## config.mk

```make
export PLATFORM = sky130hd
export DESIGN_NAME = image_batch_sequencer
export DESIGN_NICKNAME = d
export VERILOG_FILES = /design/src/rtl/image_batch_sequencer.sv
export SDC_FILE = /design/constraint.sdc
export NUM_CORES = 1
export LEC_CHECK = 0
export ABC_CLOCK_PERIOD_IN_PS = 1750
export BUFFER_PORTS_ARGS = -buffer_cell sky130_fd_sc_hd__buf_4
export CORE_MARGIN = 2
export CORE_UTILIZATION = 40
export CTS_CLUSTER_SIZE = 28
export DETAILED_ROUTE_END_ITERATION = 10
export HOLD_SLACK_MARGIN = 0.03
export PLACE_DENSITY = 0.63
export RECOVER_POWER = 25
export SYNTH_ARGS = -nofsm -noshare
export SYNTH_HDL_FRONTEND = slang
export SYNTH_SLANG_ARGS = --single-unit
export TNS_END_PERCENT = 1
```

## constraint.sdc

```tcl
create_clock -name clock -period 1.75 [get_ports clock]
set_input_delay 0.4375 -clock clock [delete_from_list [all_inputs] [get_ports clock]]
set_output_delay 0.4375 -clock clock [all_outputs]
set_load 0.005 [all_outputs]
```

## src/rtl/image_batch_sequencer.sv

```systemverilog
// image_batch_sequencer
// Steps a classifier network through a batch of NUM_IMAGES images. For each
// image the sequencer sends a one-cycle start pulse, waits for the network's
// result, and republishes it as label/label_num/label_ready. Each result is
// compared with the golden label, and correct_count holds the number of matches
// in the current batch.
//
// Optional feature: define IMAGE_BATCH_TIMEOUT_EN to enable a per-image
// watchdog. An image that gets no answer within TIMEOUT_CYCLES cycles of WAIT is
// recorded as label 0 / no match, and the sticky timeout flag is set. Without
// the macro there is no watchdog, WAIT waits indefinitely, and timeout is 0.
module image_batch_sequencer #(
  parameter int NUM_IMAGES     = 4,
  parameter int NUM_CLASSES    = 10,
  parameter int TIMEOUT_CYCLES = 4096,
  localparam int IW = (NUM_IMAGES > 1) ? $clog2(NUM_IMAGES) : 1,
  localparam int CW = (NUM_CLASSES > 1) ? $clog2(NUM_CLASSES) : 1,
  localparam int NW = $clog2(NUM_IMAGES + 1)
) (
  input  logic          clock,
  input  logic          reset,
  input  logic          enable,
  output logic          net_start,
  output logic [IW-1:0] net_image_num,
  input  logic [CW-1:0] net_label,
  input  logic          net_label_ready,
  input  logic [CW-1:0] expected_label,
  output logic [CW-1:0] label,
  output logic [IW-1:0] label_num,
  output logic          label_ready,
  output logic [NW-1:0] correct_count,
  output logic          busy,
  output logic          done,
  output logic          timeout
);

  typedef enum logic [2:0] {
    S_IDLE,
    S_START,
    S_WAIT,
    S_RECORD,
    S_DONE
  } state_t;

  localparam logic [IW-1:0] LAST_IMAGE = IW'(NUM_IMAGES - 1);
  localparam logic [NW-1:0] MAX_COUNT  = NW'(NUM_IMAGES);

  state_t state;
  logic   match;

`ifdef IMAGE_BATCH_TIMEOUT_EN
  localparam int            TW        = $clog2(TIMEOUT_CYCLES + 1);
  localparam logic [TW-1:0] LAST_WAIT = TW'(TIMEOUT_CYCLES - 1);

  logic [TW-1:0] wait_cnt;
  logic          timeout_q;

  assign timeout = timeout_q;
`else
  assign timeout = 1'b0;
`endif

  // Sequencer FSM; every output is a register and is updated on the transition into the state it belongs to.
  always_ff @(posedge clock or negedge reset) begin
    if (!reset) begin
      state         <= S_IDLE;
      net_start     <= 1'b0;
      net_image_num <= '0;
      label         <= '0;
      label_num     <= '0;
      label_ready   <= 1'b0;
      correct_count <= '0;
      busy          <= 1'b0;
      done          <= 1'b0;
      match         <= 1'b0;
`ifdef IMAGE_BATCH_TIMEOUT_EN
      wait_cnt      <= '0;
      timeout_q     <= 1'b0;
`endif
    end else begin
      // NOTE: non-blocking assignments are used throughout, so every branch reads the pre-edge state and the later defaults-then-overrides ordering is safe.
      net_start   <= 1'b0;
      label_ready <= 1'b0;

      case (state)
        S_IDLE: begin
          if (enable) begin
            state         <= S_START;
            net_start     <= 1'b1;
            busy          <= 1'b1;
            net_image_num <= '0;
            correct_count <= '0;
`ifdef IMAGE_BATCH_TIMEOUT_EN
            timeout_q     <= 1'b0;
`endif
          end
        end

        S_START: begin
          state <= S_WAIT;
`ifdef IMAGE_BATCH_TIMEOUT_EN
          wait_cnt <= '0;
`endif
        end

        S_WAIT: begin
          if (net_label_ready) begin
            state       <= S_RECORD;
            label       <= net_label;
            label_num   <= net_image_num;
            match       <= (net_label == expected_label);
            label_ready <= 1'b1;
          end
`ifdef IMAGE_BATCH_TIMEOUT_EN
          else if (wait_cnt == LAST_WAIT) begin
            // Record an unanswered image as a failed classification.
            state       <= S_RECORD;
            label       <= '0;
            label_num   <= net_image_num;
            match       <= 1'b0;
            label_ready <= 1'b1;
            timeout_q   <= 1'b1;
          end else begin
            wait_cnt <= wait_cnt + TW'(1);
          end
`endif
        end

        S_RECORD: begin
          if (match && (correct_count < MAX_COUNT)) begin
            correct_count <= correct_count + NW'(1);
          end
          if (net_image_num == LAST_IMAGE) begin
            state <= S_DONE;
            busy  <= 1'b0;
            done  <= 1'b1;
          end else begin
            state         <= S_START;
            net_start     <= 1'b1;
            net_image_num <= net_image_num + IW'(1);
          end
        end

        S_DONE: begin
          // Results stay frozen until the requester drops enable.
          if (!enable) begin
            state <= S_IDLE;
            done  <= 1'b0;
          end
        end

        default: begin
          state <= S_IDLE;
          busy  <= 1'b0;
          done  <= 1'b0;
        end
      endcase
    end
  end

endmodule

```

==> results.cfg, run 1 <==
[status]
outcome = complete, no violations

[global_route]
track_usage_pct = 13.2
antenna_found_initial = 0
grt_first_pass_wirelength_mm = 2.62
grt_max_degree = 20
overflow = 0
grt_pass1_vias = 567

[route]
wl_mm = 1.60
vias = 639
dr.first_iter.drc_count = 3
via_per_inst = 4.77
drc = 0
dr.pass1.iters = 3
wl_per_cell_um = 11.9
ant_nets = 0

[power_and_ir_drop]
power-per-cell-area_mw_per_mm2 = 1470
peakVddDrop_v = 0.000754
p_leak_nw = 0.561
total_power_w = 0.00171

[synthesis]
synth_seq_cells = 19
synth.distinct_cells = 29
ys_warn_count = 0
synth_cells = 79
synthArstFlopShare_pct = 100
synth_mux_area_share_pct = 10.5
synth_xor_area_share_pct = 4.64
synth_ff_type = dfrtp_1
ys_seq_area_share_pct = 50.4
syn_nets = 93
synth_compound_area_share_pct = 6.76
synthAdderAreaFrac_pct = 2.65
synth-edff-count = 0
synthSimpleGateAreaFrac_pct = 17.1
synth_top_family_by_area = simple AND/OR/NAND/NOR gates
syn_area_um2 = 943
syn-mean-instance-area_um2 = 11.9

[flow_run]
max-cap-violations = 0

[floorplan]
dieArea_mm2 = 0.00276
die_h_um = 52.6
dieWidth_um = 52.6
initial_core_util_pct = 42.6
io_pins = 28
num_rows = 17
placeableCoreArea_mm2 = 0.00221

[clock_network]
cts-root-buf = clkbuf_4
h-tree-depth = 1
cts_buffers = 3
clock_latency_ns = 0.29
cts_resized = 0
clk_path_buf_depth = 2
cts.clk_slew.worst_paths_ns = 0.11
cts_sinks = 19
cts_tree = done

[worst_setup_path]
r2r-end = correct_count[1]
cp-start-kind = flip-flop
rrSetupSlack_ns = 0.31
cp-end-kind = flip-flop
worstReg2RegStart = state[0]
cp.required_ns = 1.93
crit_path_start = state[0]
crit_path_max_fanout = 10
critPathKind = reg -> reg
reg2regPathDepth = 3
endpoint = correct_count[1]
arrival_ns = 1.62

[placement]
hpwl_mm = 1.21
numPortBuffers = 26
gp_congestion = 0.769

[timing]
slew_violations = 0
final-hold-violation-count = 0
clock_skew_ns = 0.00942
fin_crit_sh_pct = 82.5
timing.final.crit_period_ns = 1.44
finalSetupTns_ns = 0
rsz0062_at_grt = no
finalSetupViolations = 0
max_freq_ghz = 0.693

[final_layout]
antenna_cells = 0
synthToLayoutAreaGrowth_pct = 23.9
nNetsFinal = 121
layout-drive-gt1-share_pct = 41.5
mostFrequentLayoutCells = buf_4 (27), dfrtp_1 (19), nand2_1 (8), mux2_2 (7), inv_1 (6)
fillers = 207
mostFrequentLayoutCell = buf_4

[worst_hold_path]
hp-class = in -> reg
per-layer routing:
layer	wire, µm	up-vias	track usage [%]
met5	0	-	0
met4	8	0	5.13
met3	89	2	3.43
met2	715	19	19.4
met1	783	298	18.6
li1	-	320	-
worst min path at each step:
| stage | startpoint | cells past startpoint | endpoint | slack [ns] |
|---|---|---|---|---|
| final | net_label[3] | 2 | label[3] | 0.38 |
| after global routing | net_label[3] | 2 | label[3] | 0.37 |
| after CTS | net_label[3] | 2 | label[3] | 0.38 |
| after detailed placement | reset | 1 | state[2] | 0.33 |
| after global placement | reset | 1 | correct_count[2] | 0.32 |
| after floorplan | reset | 0 | busy | 0.14 |
sequential cells by signal, indices dropped and copies added (netlist names):
signal         flops
label              4
net_image_num      2
state              3
busy               1
match              1
correct_count      3
net_start          1
label_ready        1
label_num          2
done               1
logic make-up after synthesis:
logic type | after synthesis
fa+ha+maj | 2
mux | 9
simple gates | 22
xor+xnor | 5
flops | 19
compound gates | 10
buf+inv | 11
other cells | 1
metrics by stage:
stage               util [%]  hold slack (ns)  area (µm²)  worst slack, ns  std cells
finish                  52.8            0.381        1170            0.307        134
global route            52.8            0.371        1170            0.201        134
CTS                     52.8            0.377        1170            0.292        134
detailed placement      51.2            0.329        1130            0.299        129
global placement        51.2            0.324        1130            0.314        129
floorplan                  -            0.142         943            0.375         79
cell usage after synthesis (2+ instances only):
library cell / instances / share of area, %
inv_1: 6 / 2.4
o21ai_1: 2 / 1.1
dfrtp_1: 19 / 50
buf_4: 2 / 1.6
mux2i_1: 2 / 2.1
nand3_2: 2 / 2.1
a31oi_1: 2 / 1.3
nand2b_1: 2 / 1.3
xor2_1: 4 / 3.7
mux2_2: 7 / 8.4
nand2_1: 8 / 3.2
ha_1: 2 / 2.7
o21ai_0: 3 / 1.6
buf_6: 3 / 3.6
repair_timing:
item,4_1_cts,5_1_grt
hold buffers,1,0
hold endpoints to repair,19,0
setup buffers,0,0
where the power goes:
part / total [W] / switching, W / internal [W]
Clock: 0.000218 / 0.000129 / 0.0000886
Combinational: 0.000713 / 0.000285 / 0.000428
Sequential: 0.000783 / 0.000176 / 0.000607
Total: 0.00171 / 0.000590 / 0.00112
critical path, stage by stage, from the launching register on:
cell     delay, ns
dfrtp_1       0.54
or4b_4        0.63
nand2_1       0.09
mux2i_1       0.07
cell type report:
cell class	instances	area (µm²)	area share [%]
multi-input cells	49	397	33.9
inverters	6	22.5	1.93
well taps	28	35.0	3.00
flip-flops and latches	19	475	40.7
repair buffers	28	213	18.2
clock buffers	4	26.3	2.25
Note: power is estimated with default switching activity, not from simulation.
==> run 2, diff against run 1 <==
--- a/config.mk
+++ b/config.mk
@@ -5,14 +5,14 @@
 export SDC_FILE = /design/constraint.sdc
 export NUM_CORES = 1
 export LEC_CHECK = 0
-export ABC_CLOCK_PERIOD_IN_PS = 1750
+export ABC_CLOCK_PERIOD_IN_PS = 1300
 export BUFFER_PORTS_ARGS = -buffer_cell sky130_fd_sc_hd__buf_4
 export CORE_MARGIN = 2
 export CORE_UTILIZATION = 40
 export CTS_CLUSTER_SIZE = 28
 export DETAILED_ROUTE_END_ITERATION = 10
 export HOLD_SLACK_MARGIN = 0.03
-export PLACE_DENSITY = 0.63
+export PLACE_DENSITY = 0.66
 export RECOVER_POWER = 25
 export SYNTH_ARGS = -nofsm -noshare
 export SYNTH_HDL_FRONTEND = slang
==> constraint.sdc (replaced) <==
create_clock -name clock -period 1.3 [get_ports clock]
set_input_delay 0.325 -clock clock [delete_from_list [all_inputs] [get_ports clock]]
set_output_delay 0.325 -clock clock [all_outputs]
set_load 0.005 [all_outputs]
==> run 2 against run 1 <==
Compared with the run above: sequential power up 28%; critical path depth stayed put; utilization up 6.4 points; hold slack lost 0.12 ns; clock skew down 0.0048 ns; the flow now finishes with violations (negative setup slack); largest power group is now combinational cells; cell count rose by 6.7%; combinational power grew 95%; clock power grew 37%; via count rose by 8.9%; highest routed layer is now met3; cell area up 12%; largest cell class unchanged.
==> results.cfg, run 2 (synthesis gave the netlist of run 1 again) <==
[timing]
timing.final.crit_period_ns = 1.34
finalSetupViolations = 6
clock_skew_ns = 0.00461
fin_ws_ns = -0.0383
max_freq_ghz = 0.747
finalSetupTns_ns = -0.0843
rsz0062_at_grt = yes
slew_violations = 0
fin_crit_sh_pct = 103
whs_ns = 0.266
final-hold-violation-count = 0

[worst_setup_path]
cp.required_ns = 1.48
slowest_delay_ns = 0.61
arrival_ns = 1.52
crit_path_max_fanout = 6
crit_chain = or4b_4 > nand2_2 > mux2i_2
slowest_stage = or4b_4
cp-end-kind = flip-flop
critPathKind = reg -> reg
cp-start-kind = flip-flop

[route]
ant_nets = 0
dr.pass1.iters = 4
wl_per_cell_um = 12.6
via_per_inst = 4.87
vias = 696
dr.first_iter.drc_count = 6
drc = 0
wl_mm = 1.80

[placement]
hpwl_mm = 1.33
dpl.cell_count = 137
numPortBuffers = 26
gp_congestion = 0.764

[clock_network]
cts_tree = done
cts.clk_slew.worst_paths_ns = 0.11
cts-root-buf = clkbuf_4
cts_buffers = 3
cts_sinks = 19
clk_path_buf_depth = 2
clock_latency_ns = 0.30
h-tree-depth = 1

[final_layout]
nNetsFinal = 130
layout-drive-gt1-share_pct = 53.9
largest_register_ffs = 4
antenna_cells = 0
top_regs = label: 4 flops, correct_count: 3 flops, state: 3 flops
stdcell_count = 143
top_register = label
mostFrequentLayoutCells = buf_4 (29), dfrtp_1 (16), nand2_1 (6), mux2_4 (6), inv_1 (6)
synthToLayoutAreaGrowth_pct = 38.9
mostFrequentLayoutCell = buf_4

[power_and_ir_drop]
p_leak_nw = 0.629
p_switching_w = 0.000902
netSwitchingFraction_pct = 33.6
peakVddDrop_v = 0.00121
p_int_w = 0.00178
power-per-cell-area_mw_per_mm2 = 2050
comb_power_share_pct = 51.7
seqPwrFrac_pct = 37.2
clkPwrFrac_pct = 11.1

[global_route]
grt_max_degree = 20
grt_first_pass_wirelength_mm = 3.00
overflow = 0
antenna_found_initial = 0
grt_pass1_vias = 731
track_usage_pct = 15.1

[floorplan]
io_pins = 28
placeableCoreArea_mm2 = 0.00221
die_h_um = 52.6
initial_core_util_pct = 42.6
dieWidth_um = 52.6
num_rows = 17
dieArea_mm2 = 0.00276

[worst_hold_path]
hp-class = in -> reg

[status]
outcome = complete, but fails checks
violations = negative setup slack

[flow_run]
max-cap-violations = 0
==> run 2: worst paths after layout <==
check                      depth (start not counted)         start                to  slack, ns
min in group asynchronous                          2         reset  net_image_num[0]       0.50
max in group asynchronous                          2         reset          state[2]       0.46
setup / recovery                                   3      state[0]  correct_count[0]      -0.04
setup reg to reg                                   3      state[0]  correct_count[0]      -0.04
hold / removal                                     2  net_label[1]          label[1]       0.27
hold reg to reg                                    2          done              done       0.53
==> run 2: final cells by class <==
type | count | area [µm²]
fill | 210 | 902
sequential | 19 | 479
multi-input combinational | 49 | 437
timing repair buffer | 37 | 309
tap | 28 | 35.0
clock buffer | 3 | 22.5
inverter | 6 | 22.5
clock inverter | 1 | 5.00
==> run 2: metrics by stage <==
stage	util [%]	setup slack (ns)	power, W	instance area (µm²)
after floorplan	-	-0.0670	0.00168	943
after global placement	54.5	0.00117	0.00218	1200
after detailed placement	54.5	-0.0348	0.00222	1200
after CTS	57.5	-0.0231	0.00260	1270
after global routing	59.2	-0.0779	0.00291	1310
final	59.2	-0.0383	0.00269	1310
==> run 2: power groups by stage <==
stage	combinational [W]	clock, W	sequential (W)
after floorplan	0.000707	0	0.000971
after CTS	0.00130	0.000317	0.000988
after detailed placement	0.00122	0	0.000995
after global routing	0.00153	0.000341	0.00104
after global placement	0.00120	0	0.000982
final	0.00139	0.000298	0.00100
==> run 2: timing repair <==
item                                    in CTS  in global routing
setup buffers                                1                  0
hold endpoints to repair                    19                  0
hold buffers                                 1                  0
pin swaps                                    0                  4
endpoints found under the setup margin      13                 17
resized for setup                            7                 12
==> run 2: worst max-delay path, delay by kind of cell (launching register included) <==
family,cells,cell delay (ns)
flops,1,0.45
mux,1,0.06
simple gates,2,0.71
==> run 2: layer usage <==
metal  share of wire [%]  track usage [%]  up-vias
li1                    -                -      336
met5                   0                0        -
met4                   0             2.56        0
met2                  51             26.5       21
met3                 6.1             5.71        0
met1                  42             17.6      339
==> run 3, diff against run 2 <==
--- a/config.mk
+++ b/config.mk
@@ -7,8 +7,9 @@
 export LEC_CHECK = 0
 export ABC_CLOCK_PERIOD_IN_PS = 1300
 export BUFFER_PORTS_ARGS = -buffer_cell sky130_fd_sc_hd__buf_4
-export CORE_MARGIN = 2
+export CORE_MARGIN = 5
 export CORE_UTILIZATION = 40
+export CTS_CLUSTER_DIAMETER = 40
 export CTS_CLUSTER_SIZE = 28
 export DETAILED_ROUTE_END_ITERATION = 10
 export HOLD_SLACK_MARGIN = 0.03
==> run 3 against run 2 <==
Compared with the run above: the run still ends with negative setup slack left; total power down 1.1%; non-clock buffer count up 3; sequential share of layout area up 0.15 points; first-iteration DRC count up 17%; worst setup slack better by 0.018 ns; hold slack better by 0.0097 ns; utilization down 0.96 points; sequential cell count unchanged; global-route usage down 2.5 points; sequential power about the same; combinational power about the same; critical path type unchanged; largest cell class unchanged; largest power group unchanged.
==> results.cfg, run 3 (synthesis gave the netlist of run 1 again) <==
[worst_setup_path]
cp-end-kind = flip-flop
critPathKind = reg -> reg
cp-start-kind = flip-flop
crit_path_max_fanout = 6
cp.required_ns = 1.48
arrival_ns = 1.50

[floorplan]
num_rows = 17
initial_core_util_pct = 42.2
placeableCoreArea_mm2 = 0.00223
io_pins = 28
die_h_um = 58.6
dieArea_mm2 = 0.00343
dieWidth_um = 58.6

[timing]
finalSetupTns_ns = -0.0204
slew_violations = 0
finalSetupViolations = 1
final-hold-violation-count = 0
fin_ws_ns = -0.0204
timing.final.crit_period_ns = 1.32
clock_skew_ns = 0.00233
fin_crit_sh_pct = 102
max_freq_ghz = 0.757
rsz0062_at_grt = yes

[global_route]
antenna_found_initial = 0
grt_use_met3_pct = 3.51
track_usage_pct = 12.6
grtUsageMet2_pct = 21.7
grt_first_pass_wirelength_mm = 3.28
use_met1_pct = 14.3
grt_max_degree = 20
overflow = 0
grt-busiest-layer = met2
grt_pass1_vias = 763

[final_layout]
antenna_cells = 0
synthToLayoutAreaGrowth_pct = 37.9
largest_register_ffs = 4
fin_area_mm2 = 0.00130
top_regs = label: 4 flops, correct_count: 3 flops, state: 3 flops
final_util_pct = 58.3
mostFrequentLayoutCells = buf_4 (33), dfrtp_1 (17), nand2_1 (8), inv_1 (6), mux2_2 (6)
nNetsFinal = 133
top_register = label
mostFrequentLayoutCell = buf_4
stdcell_count = 146
layout-drive-gt1-share_pct = 51.7

[worst_hold_path]
hp-class = in -> reg

[route]
vias = 681
via_per_inst = 4.66
dr.first_iter.drc_count = 7
wl_mm = 1.89
drc = 0
wl_per_cell_um = 12.9
ant_nets = 0
dr.pass1.iters = 3

[clock_network]
cts_buffers = 3
h-tree-depth = 1
cts-root-buf = clkbuf_4
cts_tree = done
cts_sinks = 19
clock_latency_ns = 0.29
clk_path_buf_depth = 2
cts.clk_slew.worst_paths_ns = 0.11

[power_and_ir_drop]
peakVddDrop_v = 0.00114
power-per-cell-area_mw_per_mm2 = 2040
p_leak_nw = 0.634
total_power_w = 0.00266

[status]
outcome = complete, but fails checks
violations = negative setup slack

[placement]
hpwl_mm = 1.44
numPortBuffers = 26
dpl.cell_count = 138
gp_congestion = 0.807
post_dp_cell_area_mm2 = 0.00121

[flow_run]
max-cap-violations = 0
[run 3: report_power, final]
group | internal, W | total, W | switching, W
clock | 0.000114 | 0.000294 | 0.000179
sequential | 0.000822 | 0.000985 | 0.000163
combinational | 0.000833 | 0.00138 | 0.000545
total | 0.00177 | 0.00266 | 0.000887
[run 3: final cells by class]
type	instances	area, µm²
fillers	203	932
repair buffers	40	328
clock inverters	1	5.00
multi-input cells	49	410
flip-flops and latches	19	478
clock buffers	3	22.5
well taps	28	35.0
inverters	6	22.5
[run 3: through the flow]
step           hold WS [ns]  worst slack (ns)
5_1_grt               0.246           -0.0604
2_1_floorplan        0.0294           -0.0670
6_report              0.275           -0.0204
3_5_place_dp          0.212           -0.0312
3_3_place_gp          0.213           0.00301
4_1_cts               0.262           -0.0138
[run 3: repair_timing]
action	in CTS	in global routing
buffers inserted	3	0
hold buffers	1	0
pin swaps	0	3
gates resized for setup	6	3
hold endpoints to repair	19	0
endpoints found under the setup margin	9	14
[run 3: final timing paths]
kind                               from               end  slack [ns]  cells after the start
setup / recovery               state[1]  correct_count[0]       -0.02                      3
hold / removal             net_label[1]          label[1]        0.28                      2
setup reg to reg               state[1]  correct_count[0]       -0.02                      3
hold reg to reg                label[2]          label[2]        0.52                      1
max in group asynchronous         reset          state[2]        0.43                      2
min in group asynchronous         reset         net_start        0.52                      2
[run 3: layer usage]
metal | share of wire (%) | wire length, µm
met1 | 42 | 789
met4 | 0.90 | 17
met2 | 53 | 994
met5 | 0 | 0
met3 | 4.5 | 85
[run 3: worst max-delay path, stage by stage (launching register included)]
cell     delay, ns
dfrtp_1       0.44
or4b_4        0.61
nand2_1       0.09
mux2i_1       0.07
